File: src/rtl/narvie_link_pkg.sv
// Shared constants and state type for the host end of the UART instruction/regfile link.
package narvie_link_pkg;

    localparam int INSTR_BYTES          = 4;
    localparam int REGFILE_BYTES        = 128;
    localparam int REG_COUNT            = 32;
    localparam int UART_FRAME_BITS      = 10;
    localparam int DEFAULT_CLKS_PER_BIT = 104;
    localparam int DEFAULT_TIMEOUT_CLKS = 1200000;

    typedef enum logic [1:0] {
        IDLE,
        SEND,
        WAIT_RESP
    } link_state_t;

endpackage

File: src/rtl/narvie_host_link_uart_rx_byte.sv
// UART 8N1 byte receiver: 2-FF synchroniser, half-bit start confirmation,
// mid-bit data sampling and stop-bit check. After a bad stop bit it waits for
// the line to return high before looking for another start edge.
module uart_rx_byte
    import narvie_link_pkg::*;
#(
    parameter int CLKS_PER_BIT = DEFAULT_CLKS_PER_BIT
) (
    input  logic       clk12,
    input  logic       rst,
    input  logic       rx,
    output logic [7:0] data,
    output logic       data_strobe,
    output logic       frame_bad
);

    localparam int            CW        = $clog2(CLKS_PER_BIT + 1);
    localparam logic [CW-1:0] BIT_LAST  = CW'(CLKS_PER_BIT - 1);
    localparam logic [CW-1:0] HALF_LAST = CW'(CLKS_PER_BIT / 2 - 1);

    typedef enum logic [2:0] {
        RX_IDLE,
        RX_START,
        RX_DATA,
        RX_STOP,
        RX_REARM
    } rx_state_t;

    rx_state_t     st;
    logic          rx_meta;
    logic          rx_sync;
    logic          rx_prev;
    logic [CW-1:0] clk_cnt;
    logic [2:0]    bit_cnt;
    logic [7:0]    shreg;

    // Bring the asynchronous line into clk12 and keep one extra stage for edge detection.
    always_ff @(posedge clk12) begin
        if (rst) begin
            rx_meta <= 1'b1;
            rx_sync <= 1'b1;
            rx_prev <= 1'b1;
        end else begin
            rx_meta <= rx;
            rx_sync <= rx_meta;
            rx_prev <= rx_sync;
        end
    end

    // Frame reception: start confirm at half bit, then one sample per bit centre.
    always_ff @(posedge clk12) begin
        if (rst) begin
            st          <= RX_IDLE;
            clk_cnt     <= '0;
            bit_cnt     <= '0;
            shreg       <= '0;
            data        <= '0;
            data_strobe <= 1'b0;
            frame_bad   <= 1'b0;
        end else begin
            data_strobe <= 1'b0;
            frame_bad   <= 1'b0;
            case (st)
                RX_IDLE: begin
                    if (rx_prev && !rx_sync) begin
                        st      <= RX_START;
                        clk_cnt <= '0;
                    end
                end
                RX_START: begin
                    if (clk_cnt == HALF_LAST) begin
                        clk_cnt <= '0;
                        bit_cnt <= '0;
                        st      <= rx_sync ? RX_IDLE : RX_DATA;
                    end else begin
                        clk_cnt <= clk_cnt + 1'b1;
                    end
                end
                RX_DATA: begin
                    if (clk_cnt == BIT_LAST) begin
                        clk_cnt <= '0;
                        shreg   <= {rx_sync, shreg[7:1]};
                        bit_cnt <= bit_cnt + 1'b1;
                        if (bit_cnt == 3'd7) begin
                            st <= RX_STOP;
                        end
                    end else begin
                        clk_cnt <= clk_cnt + 1'b1;
                    end
                end
                RX_STOP: begin
                    if (clk_cnt == BIT_LAST) begin
                        clk_cnt <= '0;
                        if (rx_sync) begin
                            data        <= shreg;
                            data_strobe <= 1'b1;
                            st          <= RX_IDLE;
                        end else begin
                            frame_bad <= 1'b1;
                            st        <= RX_REARM;
                        end
                    end else begin
                        clk_cnt <= clk_cnt + 1'b1;
                    end
                end
                RX_REARM: begin
                    if (rx_sync) begin
                        st <= RX_IDLE;
                    end
                end
                default: st <= RX_IDLE;
            endcase
        end
    end

endmodule

File: src/rtl/narvie_host_link.sv
// Host end of the board link: serialises a 32-bit instruction as 4 UART bytes,
// then assembles the 128-byte register-file dump returned by the board.
module narvie_host_link
    import narvie_link_pkg::*;
#(
    parameter int CLKS_PER_BIT = DEFAULT_CLKS_PER_BIT,
    parameter int TIMEOUT_CLKS = DEFAULT_TIMEOUT_CLKS
) (
    input  logic          clk12,
    input  logic          rst,
    input  logic [31:0]   instr,
    input  logic          instr_valid,
    output logic          instr_ready,
    output logic          tx,
    input  logic          rx,
    output logic [1023:0] regfile_out,
    output logic          regfile_valid,
    output logic          busy,
    output logic          timeout_err,
    output logic          frame_err
);

    localparam int            RF_BITS    = REG_COUNT * 32;
    localparam int            CW         = $clog2(CLKS_PER_BIT + 1);
    localparam int            TW         = $clog2(TIMEOUT_CLKS + 1);
    localparam logic [CW-1:0] BIT_LAST   = CW'(CLKS_PER_BIT - 1);
    localparam logic [TW-1:0] TMO_LAST   = TW'(TIMEOUT_CLKS - 1);
    localparam logic [3:0]    FRAME_LAST = 4'(UART_FRAME_BITS - 1);
    localparam logic [3:0]    STOP_NEXT  = 4'(UART_FRAME_BITS - 2);
    localparam logic [1:0]    TXB_LAST   = 2'(INSTR_BYTES - 1);
    localparam logic [6:0]    RXB_LAST   = 7'(REGFILE_BYTES - 1);

    link_state_t        state;
    logic [31:0]        instr_q;
    logic [CW-1:0]      clk_cnt;
    logic [3:0]         bit_idx;
    logic [1:0]         tx_byte;
    logic [6:0]         rx_cnt;
    logic [TW-1:0]      tmo_cnt;
    logic [RF_BITS-9:0] assembly;
    logic [7:0]         rx_data;
    logic               rx_strobe;
    logic               rx_frame_bad;

    uart_rx_byte #(
        .CLKS_PER_BIT(CLKS_PER_BIT)
    ) u_rx (
        .clk12      (clk12),
        .rst        (rst),
        .rx         (rx),
        .data       (rx_data),
        .data_strobe(rx_strobe),
        .frame_bad  (rx_frame_bad)
    );

    // Link FSM: accept, TX serialisation, response collection and timeout.
    // Response bytes enter a shift register from the top, so after 127 shifts
    // byte k sits at [8k +: 8]; the final byte is spliced on directly.
    always_ff @(posedge clk12) begin
        if (rst) begin
            state         <= IDLE;
            instr_ready   <= 1'b0;
            busy          <= 1'b0;
            tx            <= 1'b1;
            instr_q       <= '0;
            clk_cnt       <= '0;
            bit_idx       <= '0;
            tx_byte       <= '0;
            rx_cnt        <= '0;
            tmo_cnt       <= '0;
            assembly      <= '0;
            regfile_out   <= '0;
            regfile_valid <= 1'b0;
            timeout_err   <= 1'b0;
            frame_err     <= 1'b0;
        end else begin
            regfile_valid <= 1'b0;
            case (state)
                IDLE: begin
                    instr_ready <= 1'b1;
                    if (instr_valid && instr_ready) begin
                        instr_q     <= instr;
                        timeout_err <= 1'b0;
                        frame_err   <= 1'b0;
                        tx          <= 1'b0;
                        clk_cnt     <= '0;
                        bit_idx     <= '0;
                        tx_byte     <= '0;
                        instr_ready <= 1'b0;
                        busy        <= 1'b1;
                        state       <= SEND;
                    end
                end
                SEND: begin
                    if (clk_cnt != BIT_LAST) begin
                        clk_cnt <= clk_cnt + 1'b1;
                    end else begin
                        clk_cnt <= '0;
                        if (bit_idx == FRAME_LAST) begin
                            bit_idx <= '0;
                            if (tx_byte == TXB_LAST) begin
                                rx_cnt  <= '0;
                                tmo_cnt <= '0;
                                state   <= WAIT_RESP;
                            end else begin
                                tx_byte <= tx_byte + 1'b1;
                                instr_q <= {8'h00, instr_q[31:8]};
                                tx      <= 1'b0;
                            end
                        end else begin
                            bit_idx <= bit_idx + 1'b1;
                            tx      <= (bit_idx == STOP_NEXT) ? 1'b1 : instr_q[bit_idx[2:0]];
                        end
                    end
                end
                WAIT_RESP: begin
                    if (rx_strobe) begin
                        tmo_cnt <= '0;
                        if (rx_cnt == RXB_LAST) begin
                            regfile_out   <= {rx_data, assembly};
                            regfile_valid <= 1'b1;
                            instr_ready   <= 1'b1;
                            busy          <= 1'b0;
                            state         <= IDLE;
                        end else begin
                            assembly <= {rx_data, assembly[RF_BITS-9:8]};
                            rx_cnt   <= rx_cnt + 1'b1;
                        end
                    end else if (tmo_cnt == TMO_LAST) begin
                        timeout_err <= 1'b1;
                        instr_ready <= 1'b1;
                        busy        <= 1'b0;
                        state       <= IDLE;
                    end else begin
                        tmo_cnt <= tmo_cnt + 1'b1;
                    end
                    if (rx_frame_bad) begin
                        frame_err <= 1'b1;
                    end
                end
                default: state <= IDLE;
            endcase
        end
    end

endmodule

File: config.mk
export PLATFORM = sky130hd
export DESIGN_NAME = narvie_host_link
export DESIGN_NICKNAME = d
export VERILOG_FILES = /design/src/rtl/narvie_link_pkg.sv /design/src/rtl/narvie_host_link_uart_rx_byte.sv /design/src/rtl/narvie_host_link.sv
export SDC_FILE = /design/constraint.sdc
export NUM_CORES = 2
export LEC_CHECK = 0
export CAP_MARGIN = 10
export CORE_AREA = 2 2 410 412
export CTS_BUF_LIST = sky130_fd_sc_hd__clkbuf_16
export DETAILED_ROUTE_END_ITERATION = 10
export DIE_AREA = 0 0 412 414
export GPL_TIMING_DRIVEN = 0
export MAX_ROUTING_LAYER = met4
export PLACE_DENSITY = 0.68
export SLEW_MARGIN = 10
export SYNTH_ARGS = -nofsm -noshare
export SYNTH_HDL_FRONTEND = slang
export SYNTH_SLANG_ARGS = --single-unit
export TNS_END_PERCENT = 50
File: constraint.sdc
create_clock -name clk12 -period 2.9 [get_ports clk12]
set_input_delay 0.435 -clock clk12 [delete_from_list [all_inputs] [get_ports clk12]]
set_output_delay 0.435 -clock clk12 [all_outputs]
set_load 0.05 [all_outputs]
==> flow_metrics.py <==
metrics = {
    "status": {
        "outcome": "complete, no violations",
    },
    "synthesis": {
        "synth-seq-cells": 2155,
        "syn_nets": 9506,
        "synth_common_cells": "4108 x nand2_1, 2155 x dfxtp_1, 2075 x a21oi_1, 464 x clkbuf_1, 233 x buf_2",
        "yosysMostFrequentCell": "nand2_1",
        "synthMuxAreaShare": 0.00759,
        "yosysTopAreaCellShare": 0.577,
        "synthAdderAreaFrac": 0.00218,
        "synthTopCellsByArea": "dfxtp_1 58%, nand2_1 21%, a21oi_1 14%",
        "netlist_instances": 9457,
        "synth_compound_area_frac": 0.149,
        "synth-simple-area-share": 0.223,
        "synth_cell_types": 62,
        "synth_xor_area_frac": 0.00129,
        "yosysTopAreaCell": "dfxtp_1",
        "synth_enable_flop_cells": 0,
        "ys.flop_type": "dfxtp_1",
        "yosys_warnings": 0,
        "synth_top_family_by_area": "simple AND/OR/NAND/NOR gates",
        "async_flop_share": 0,
        "syn_area_sq_um": 74700,
        "synth_area_per_cell_sq_um": 7.90,
        "synth-seq-area-share": 0.577,
    },
    "floorplanning": {
        "coreArea_sq_um": 166000,
        "die-area_sq_um": 171000,
        "die_x_microns": 412,
        "rows": 150,
        "ioPinCount": 1066,
        "die_height_microns": 414,
        "initial_core_util": 0.449,
    },
    "global_routing": {
        "grt_pass1_vias": 63900,
        "grt_usage": 0.301,
        "overflow": 0,
        "antenna_found_initial": 5,
        "grt_max_degree": 17,
        "grt_pass1_wl_mm": 386,
    },
    "sta": {
        "drv_slew": 0,
        "fin_crit_sh": 0.967,
        "rsz0062_at_grt": "true",
        "fmax_mhz": 356,
        "slew_headroom": 0.250,
        "setup_viol": 0,
        "clock_skew_ns": 0.0253,
        "hold_viol": 0,
        "min_period_ns": 2.81,
        "tightest_slew_ns": 1.12,
        "hold_slack_ns": 0.186,
    },
    "power": {
        "p_switching_mw": 13.3,
        "p_comb_frac": 0.031,
        "p_seq_frac": 0.509,
        "p_sw_frac": 0.227,
        "ir_drop_uv": 649,
        "p_leak_nw": 30.8,
        "p_clk_frac": 0.460,
        "p_per_area_nw_per_um2": 618,
        "intPower_mw": 45.4,
    },
    "placement": {
        "place_hpwl_mm": 201,
        "place_congestion": 0.976,
        "placedCellCount": 12700,
        "io_buffers": 1064,
    },
    "drt": {
        "drtIter0Drc": 5413,
        "wl_per_cell_microns": 20.0,
        "dr_total_vias": 68800,
        "final_antenna_net_count": 0,
        "drc_errors": 0,
        "via_per_inst": 5.24,
        "drt-total-wl_mm": 262,
        "drt_pre_antenna_iters": 5,
    },
    "layout": {
        "stdcell_count": 13100,
        "fill_cells": 15300,
        "num-nets-final": 10800,
        "area_delta_synth_final_pct": 27.2,
        "drive_above_1_share": 0.0558,
    },
    "clocking": {
        "tritoncts": "built",
        "h-tree-depth": 4,
        "clk_path_buf_depth": 3,
        "cts_made_buffers": 213,
        "worst_skew_pair.late_latency_ns": 0.85,
        "path_clk_slew_ns": 0.06,
        "cts_root_buf": "clkbuf_16",
        "clock-sinks": 2155,
        "hold_buffers": 0,
        "cts_setup_buffers": 0,
    },
    "critical_path": {
        "end_kind": "register",
        "crit_fanout": 11,
        "cp-start-kind": "register",
        "worstPathRequired_ns": 3.64,
        "worstRegToRegCells": 10,
        "arrival_ns": 3.55,
        "criticalPathCategory": "register to register",
        "worst-r2r-setup-slack_ns": 0.09,
    },
    "run": {
        "maxCapViolations": 0,
    },
    "min_path": {
        "hold_path_class": "primary input to register",
        "min_path_cells": 2,
    },
}
flip-flops by register name, indices dropped and copies added, names as in the netlist, 2 cells and up:
signal and flops:
regfile_out 1024, assembly 1016, instr_q 32, tmo_cnt 21, u_rx.data 8, u_rx.shreg 8
clk_cnt 7, rx_cnt 7, u_rx.clk_cnt 7, bit_idx 4, u_rx.bit_cnt 3, u_rx.st 3
state 2, tx_byte 2
path summary, 6_finish.rpt:
| path | from | end |
|---|---|---|
| worst max register to register | rx_cnt[0] | regfile_out[661] |
| worst max-delay path | rx_cnt[0] | regfile_out[661] |
| worst min register to register | u_rx.rx_meta | u_rx.rx_sync |
| worst min-delay path | instr[25] | instr_q[25] |
what timing repair did:
item,CTS,global route
gates resized for setup,41,56
hold endpoints to repair,0,0
gates cloned,0,0
endpoints found under the setup margin,1485,805
routing by layer:
metal	vias to the layer above	share of wire	routed length [microns]	track usage
li1	33300	-	-	-
met1	32800	0.42	111000	0.374
met2	2215	0.45	119000	0.468
met3	514	0.074	19300	0.0685
met4	0	0.051	13300	0.134
met5	-	0	0	-
final cells by class:
class | instances | area, sq um | area share
sequential | 2155 | 43100 | 0.454
multi-input combinational | 6576 | 28600 | 0.301
timing repair buffer | 1065 | 10700 | 0.112
clock buffer | 219 | 5480 | 0.0576
buffer | 717 | 3120 | 0.0328
tap | 2204 | 2760 | 0.0290
clock inverter | 171 | 1270 | 0.0134
inverter | 9 | 33.8 | 0.000355
antenna | 5 | 12.5 | 0.000132
power groups by stage:
stage          clock [mW]  combinational [mW]  sequential (mW)
5_1_grt              28.5                1.98             29.9
3_5_place_dp            0                1.81             30.6
2_1_floorplan           0                1.19             30.6
3_3_place_gp            0                1.77             30.5
4_1_cts              27.2                1.82             29.9
6_report             27.0                1.83             29.9
cells by family (layout without fill, tap and decap cells):
| kind of cell | Yosys count | in the layout |
|---|---|---|
| compound gates | 2171 | 2171 |
| buf+inv | 726 | 2181 |
| other cells | 0 | 5 |
| xor+xnor | 11 | 11 |
| mux | 54 | 54 |
| simple gates | 4327 | 4327 |
| fa+ha+maj | 13 | 13 |
| flops | 2155 | 2155 |
layout by cell type (no fill, tap or decap), types with 4 or more instances in the layout:
| cell | Yosys | routed |
|---|---|---|
| nand2_1 | 4108 | 4108 |
| dfxtp_1 | 2155 | 2155 |
| a21oi_1 | 2075 | 2075 |
| clkdlybuf4s50_1 | 0 | 1064 |
| clkbuf_1 | 464 | 417 |
| buf_2 | 233 | 222 |
| clkbuf_16 | 0 | 219 |
| nor2_1 | 84 | 84 |
| clkinv_1 | 0 | 53 |
| mux2i_1 | 51 | 51 |
| clkbuf_2 | 1 | 50 |
| inv_1 | 9 | 47 |
| clkinv_2 | 0 | 42 |
| a211oi_1 | 26 | 26 |
| nand3_1 | 22 | 22 |
| o21ai_0 | 17 | 17 |
| nand2b_1 | 16 | 16 |
| nand4_1 | 16 | 16 |
| bufinv_16 | 0 | 16 |
| nor3_1 | 14 | 13 |
| ha_1 | 13 | 13 |
| buf_1 | 17 | 11 |
| clkinvlp_4 | 0 | 11 |
| a31oi_1 | 10 | 10 |
| and3_1 | 9 | 9 |
| xor2_1 | 9 | 9 |
| or4_1 | 9 | 9 |
| a22o_1 | 8 | 8 |
| buf_6 | 0 | 6 |
| clkbuf_4 | 0 | 6 |
| a21boi_0 | 6 | 6 |
| and2_1 | 6 | 6 |
| or2_2 | 6 | 6 |
| o31ai_1 | 6 | 6 |
| diode_2 | 0 | 5 |
| and4_1 | 5 | 5 |
| buf_4 | 2 | 5 |
| nand3b_1 | 5 | 5 |
| nand4b_1 | 4 | 4 |
through the flow:
step           setup WS, ns  total power [mW]  setup TNS (ns)  cell area, sq um   util
2_1_floorplan         0.815              31.8               0             74700      -
3_3_place_gp          -1.25              32.3        -1206.93             88100  0.530
3_5_place_dp         -0.681              32.4         -496.96             88200  0.530
4_1_cts            0.000821              59.0               0             95000  0.571
5_1_grt             -0.0485              60.4          -0.241             95100  0.572
6_report             0.0949              58.7               0             95100  0.572
critical path: stages (launching register included):
cell	delay, ns
dfxtp_1	0.37
ha_1	0.17
and3_1	0.27
and4_1	0.31
and3_1	0.19
buf_6	0.26
buf_6	0.27
buf_4	0.31
clkbuf_4	0.28
nand2_1	0.09
a21oi_1	0.17
No activity file was read; power rests on OpenSTA's default activity.
==> variant, RTL diff (same flow settings) <==
Change the package constant `DEFAULT_CLKS_PER_BIT` from 104 to 208.
--- a/src/rtl/narvie_link_pkg.sv
+++ b/src/rtl/narvie_link_pkg.sv
@@ -5,7 +5,7 @@
     localparam int REGFILE_BYTES        = 128;
     localparam int REG_COUNT            = 32;
     localparam int UART_FRAME_BITS      = 10;
-    localparam int DEFAULT_CLKS_PER_BIT = 104;
+    localparam int DEFAULT_CLKS_PER_BIT = 208;
     localparam int DEFAULT_TIMEOUT_CLKS = 1200000;
 
     typedef enum logic [1:0] {
Check against the original RTL: not settled (the Yosys comparison gave no result); the edit may change what the design does.
==> variant against the unedited design <==
Sequential cell count up 2; first-iteration DRC count down 14%; synthesized cell count about the same; worst setup slack better by 9.0 ps; wire length down 1.1%; combinational power up 11%; die area unchanged; power up 0.18%; area after synthesis about the same; count of clock-buffer cells in the layout up 1; design area up 0.11%; sequential share of layout area about the same; critical path type unchanged; largest cell class unchanged.
==> variant: results (changes against the unedited design) <==
Parameter                              Value

Synth
  Fraction of synthesized cell area in xor and xnor cells    0.00152 (+0.000235)
  Synth top area cells    dfxtp_1 (58%), nand2_1 (21%), a21oi_1 (14%)
  Synth Net Count    9514 (+0.084%)
  Share of synthesized cell area in full adder, half adder and majority cells    0.00218 (about the same)
  Fraction of registers with async set or reset after synthesis    0 (unchanged)
  Top cells by count, synth    nand2_1 (4113), dfxtp_1 (2157), a21oi_1 (2078)
  Yosys warning total    0 (unchanged)
  Cell variety after synth    69 (+11%)
  Ys flop type    dfxtp_1
  Multiplexer share of the synthesized area    0.00732 (-0.000264)
  Compound-Gate Fraction of Synth Area    0.149 (+0.000436)
  Proportion of synthesized chip area in sequential cells    0.578 (+0.000865)

Clock tree
  Clock insertion delay at the later pin of the skew report    850 ps (about the same)
  Setup bufs post-CTS    2 (+2)
  CTS H-tree lvls    4 (unchanged)
  Cell at the root of the clock tree    clkbuf_16
  CTS buffer count    215 (+0.94%)
  Clock-pin slew on the worst setup and hold paths    60 ps (about the same)
  Buffers from clock root to sink, at most    3 (unchanged)
  Number of gates resized after CTS    71 (+73%)

Pwr
  Largest voltage drop on the vdd net    632 µV (-2.5%)
  Leakage    31.2 nW (+1.4%)

GRT
  Number of global-route vias before repair    64.7k (+1.3%)
  Met3 track utilization from global routing    0.0579 (-0.0106)
  Total global-route track usage    0.300 (-0.00171)
  Antenna violations before repair    9 (+4)
  Maximum number of pins on one net before global-route repair    17 (unchanged)
  First-pass GRT wire length    386 mm (-0.13%)
  GR Util met1    0.357 (-0.0170)
  GR Util met2    0.483 (+0.0146)

Placed design
  Placed instance area    88100 µm² (about the same)
  Placed wire-length estimate after detailed placement    197 mm (-2.3%)
  Last weighted congestion value of the routability-driven placer    0.957 (-1.9%)
  Port bufs    1065 (+0.094%)

Worst setup path
  Worst-path fanout max    10 (-1)
  Worst path slowest cell    clkbuf_1
  Slowest stage delay, CP    450 ps (+80 ps)

Layout
  Nets    10.8k (+0.12%)
  Top Registers    regfile_out: 1024 flops, assembly: 1016 flops, instr_q: 32 flops
  Share of cells above drive strength 1    0.0551 (-0.000682)
  Number of fill cells    15.4k (+0.97%)

Status
  Outcome    complete, no violations

Drt
  Violation count after the first detailed-route iteration    4672 (-14%)
  Detailed Route WL    259 mm (-1.1%)
  Number of search-and-repair iterations in the first detailed-routing pass    8 (+3)
  Avg Vias per Cell    5.21 (-0.69%)

Run
  Max cap viols    0 (unchanged)

Worst hold path
  HP Class    primary input to flop

STA
  Fin Clk Skew    36.1 ps (+10.8 ps)
  Slew at the pin closest to its max-slew limit    1080 ps (-48.9 ps)
==> variant: layout make-up <==
class	count	area [µm²]	area share
multi-input cells	6578	28500	0.300
plain buffers	713	3210	0.0337
well taps	2204	2760	0.0290
flip-flops and latches	2157	43200	0.454
inverters	17	63.8	0.000670
clock buffers	220	5510	0.0578
repair buffers	1068	10700	0.113
diodes	4	10.0	0.000105
clock inverters	167	1200	0.0126
==> variant: layer usage <==
layer  routed length [µm]  vias up  part of all wire
li1                     -    33300                 -
met1               106000    32300              0.41
met2               122000     2116              0.47
met3                17200      575             0.066
met4                14300        0             0.055
met5                    0        -                 0
==> variant: stage by stage <==
| step | setup slack [ps] | TNS [ps] | std cells | hold WS (ps) |
|---|---|---|---|---|
| after floorplan | 694 | 0 | 9465 | 389 |
| after global placement | -1930 | -2150190 | 12700 | 407 |
| after detailed placement | -1110 | -1159620 | 12700 | 425 |
| after CTS | -5.47 | -5.82 | 13100 | 108 |
| after global routing | -37.3 | -381 | 13100 | 147 |
| final | 104 | 0 | 13100 | 183 |
==> variant: worst max-delay path: cells and delay by family, from the launching register on <==
| kind | cells | cell delay (ps) |
|---|---|---|
| buf+inv | 4 | 1280 |
| simple gates | 4 | 680 |
| flops | 1 | 340 |
| fa+ha+maj | 1 | 240 |
| compound gates | 1 | 170 |
==> variant: path summary, 6_finish.rpt <==
kind	startpoint	end	slack, ps	cells past startpoint
worst max-delay path	rx_cnt[0]	regfile_out[178]	100	10
worst min-delay path	instr[25]	instr_q[25]	180	2
worst max register to register	rx_cnt[0]	regfile_out[178]	100	10
worst min register to register	assembly[416]	assembly[408]	440	2
==> variant: report_power, final <==
part,switching (mW),total [mW],leakage (nW),internal (mW)
clock network,11.8,26.9,3.51,15.1
registers,0.106,29.9,17.4,29.8
logic,1.44,2.03,10.3,0.581
total,13.4,58.8,31.2,45.4
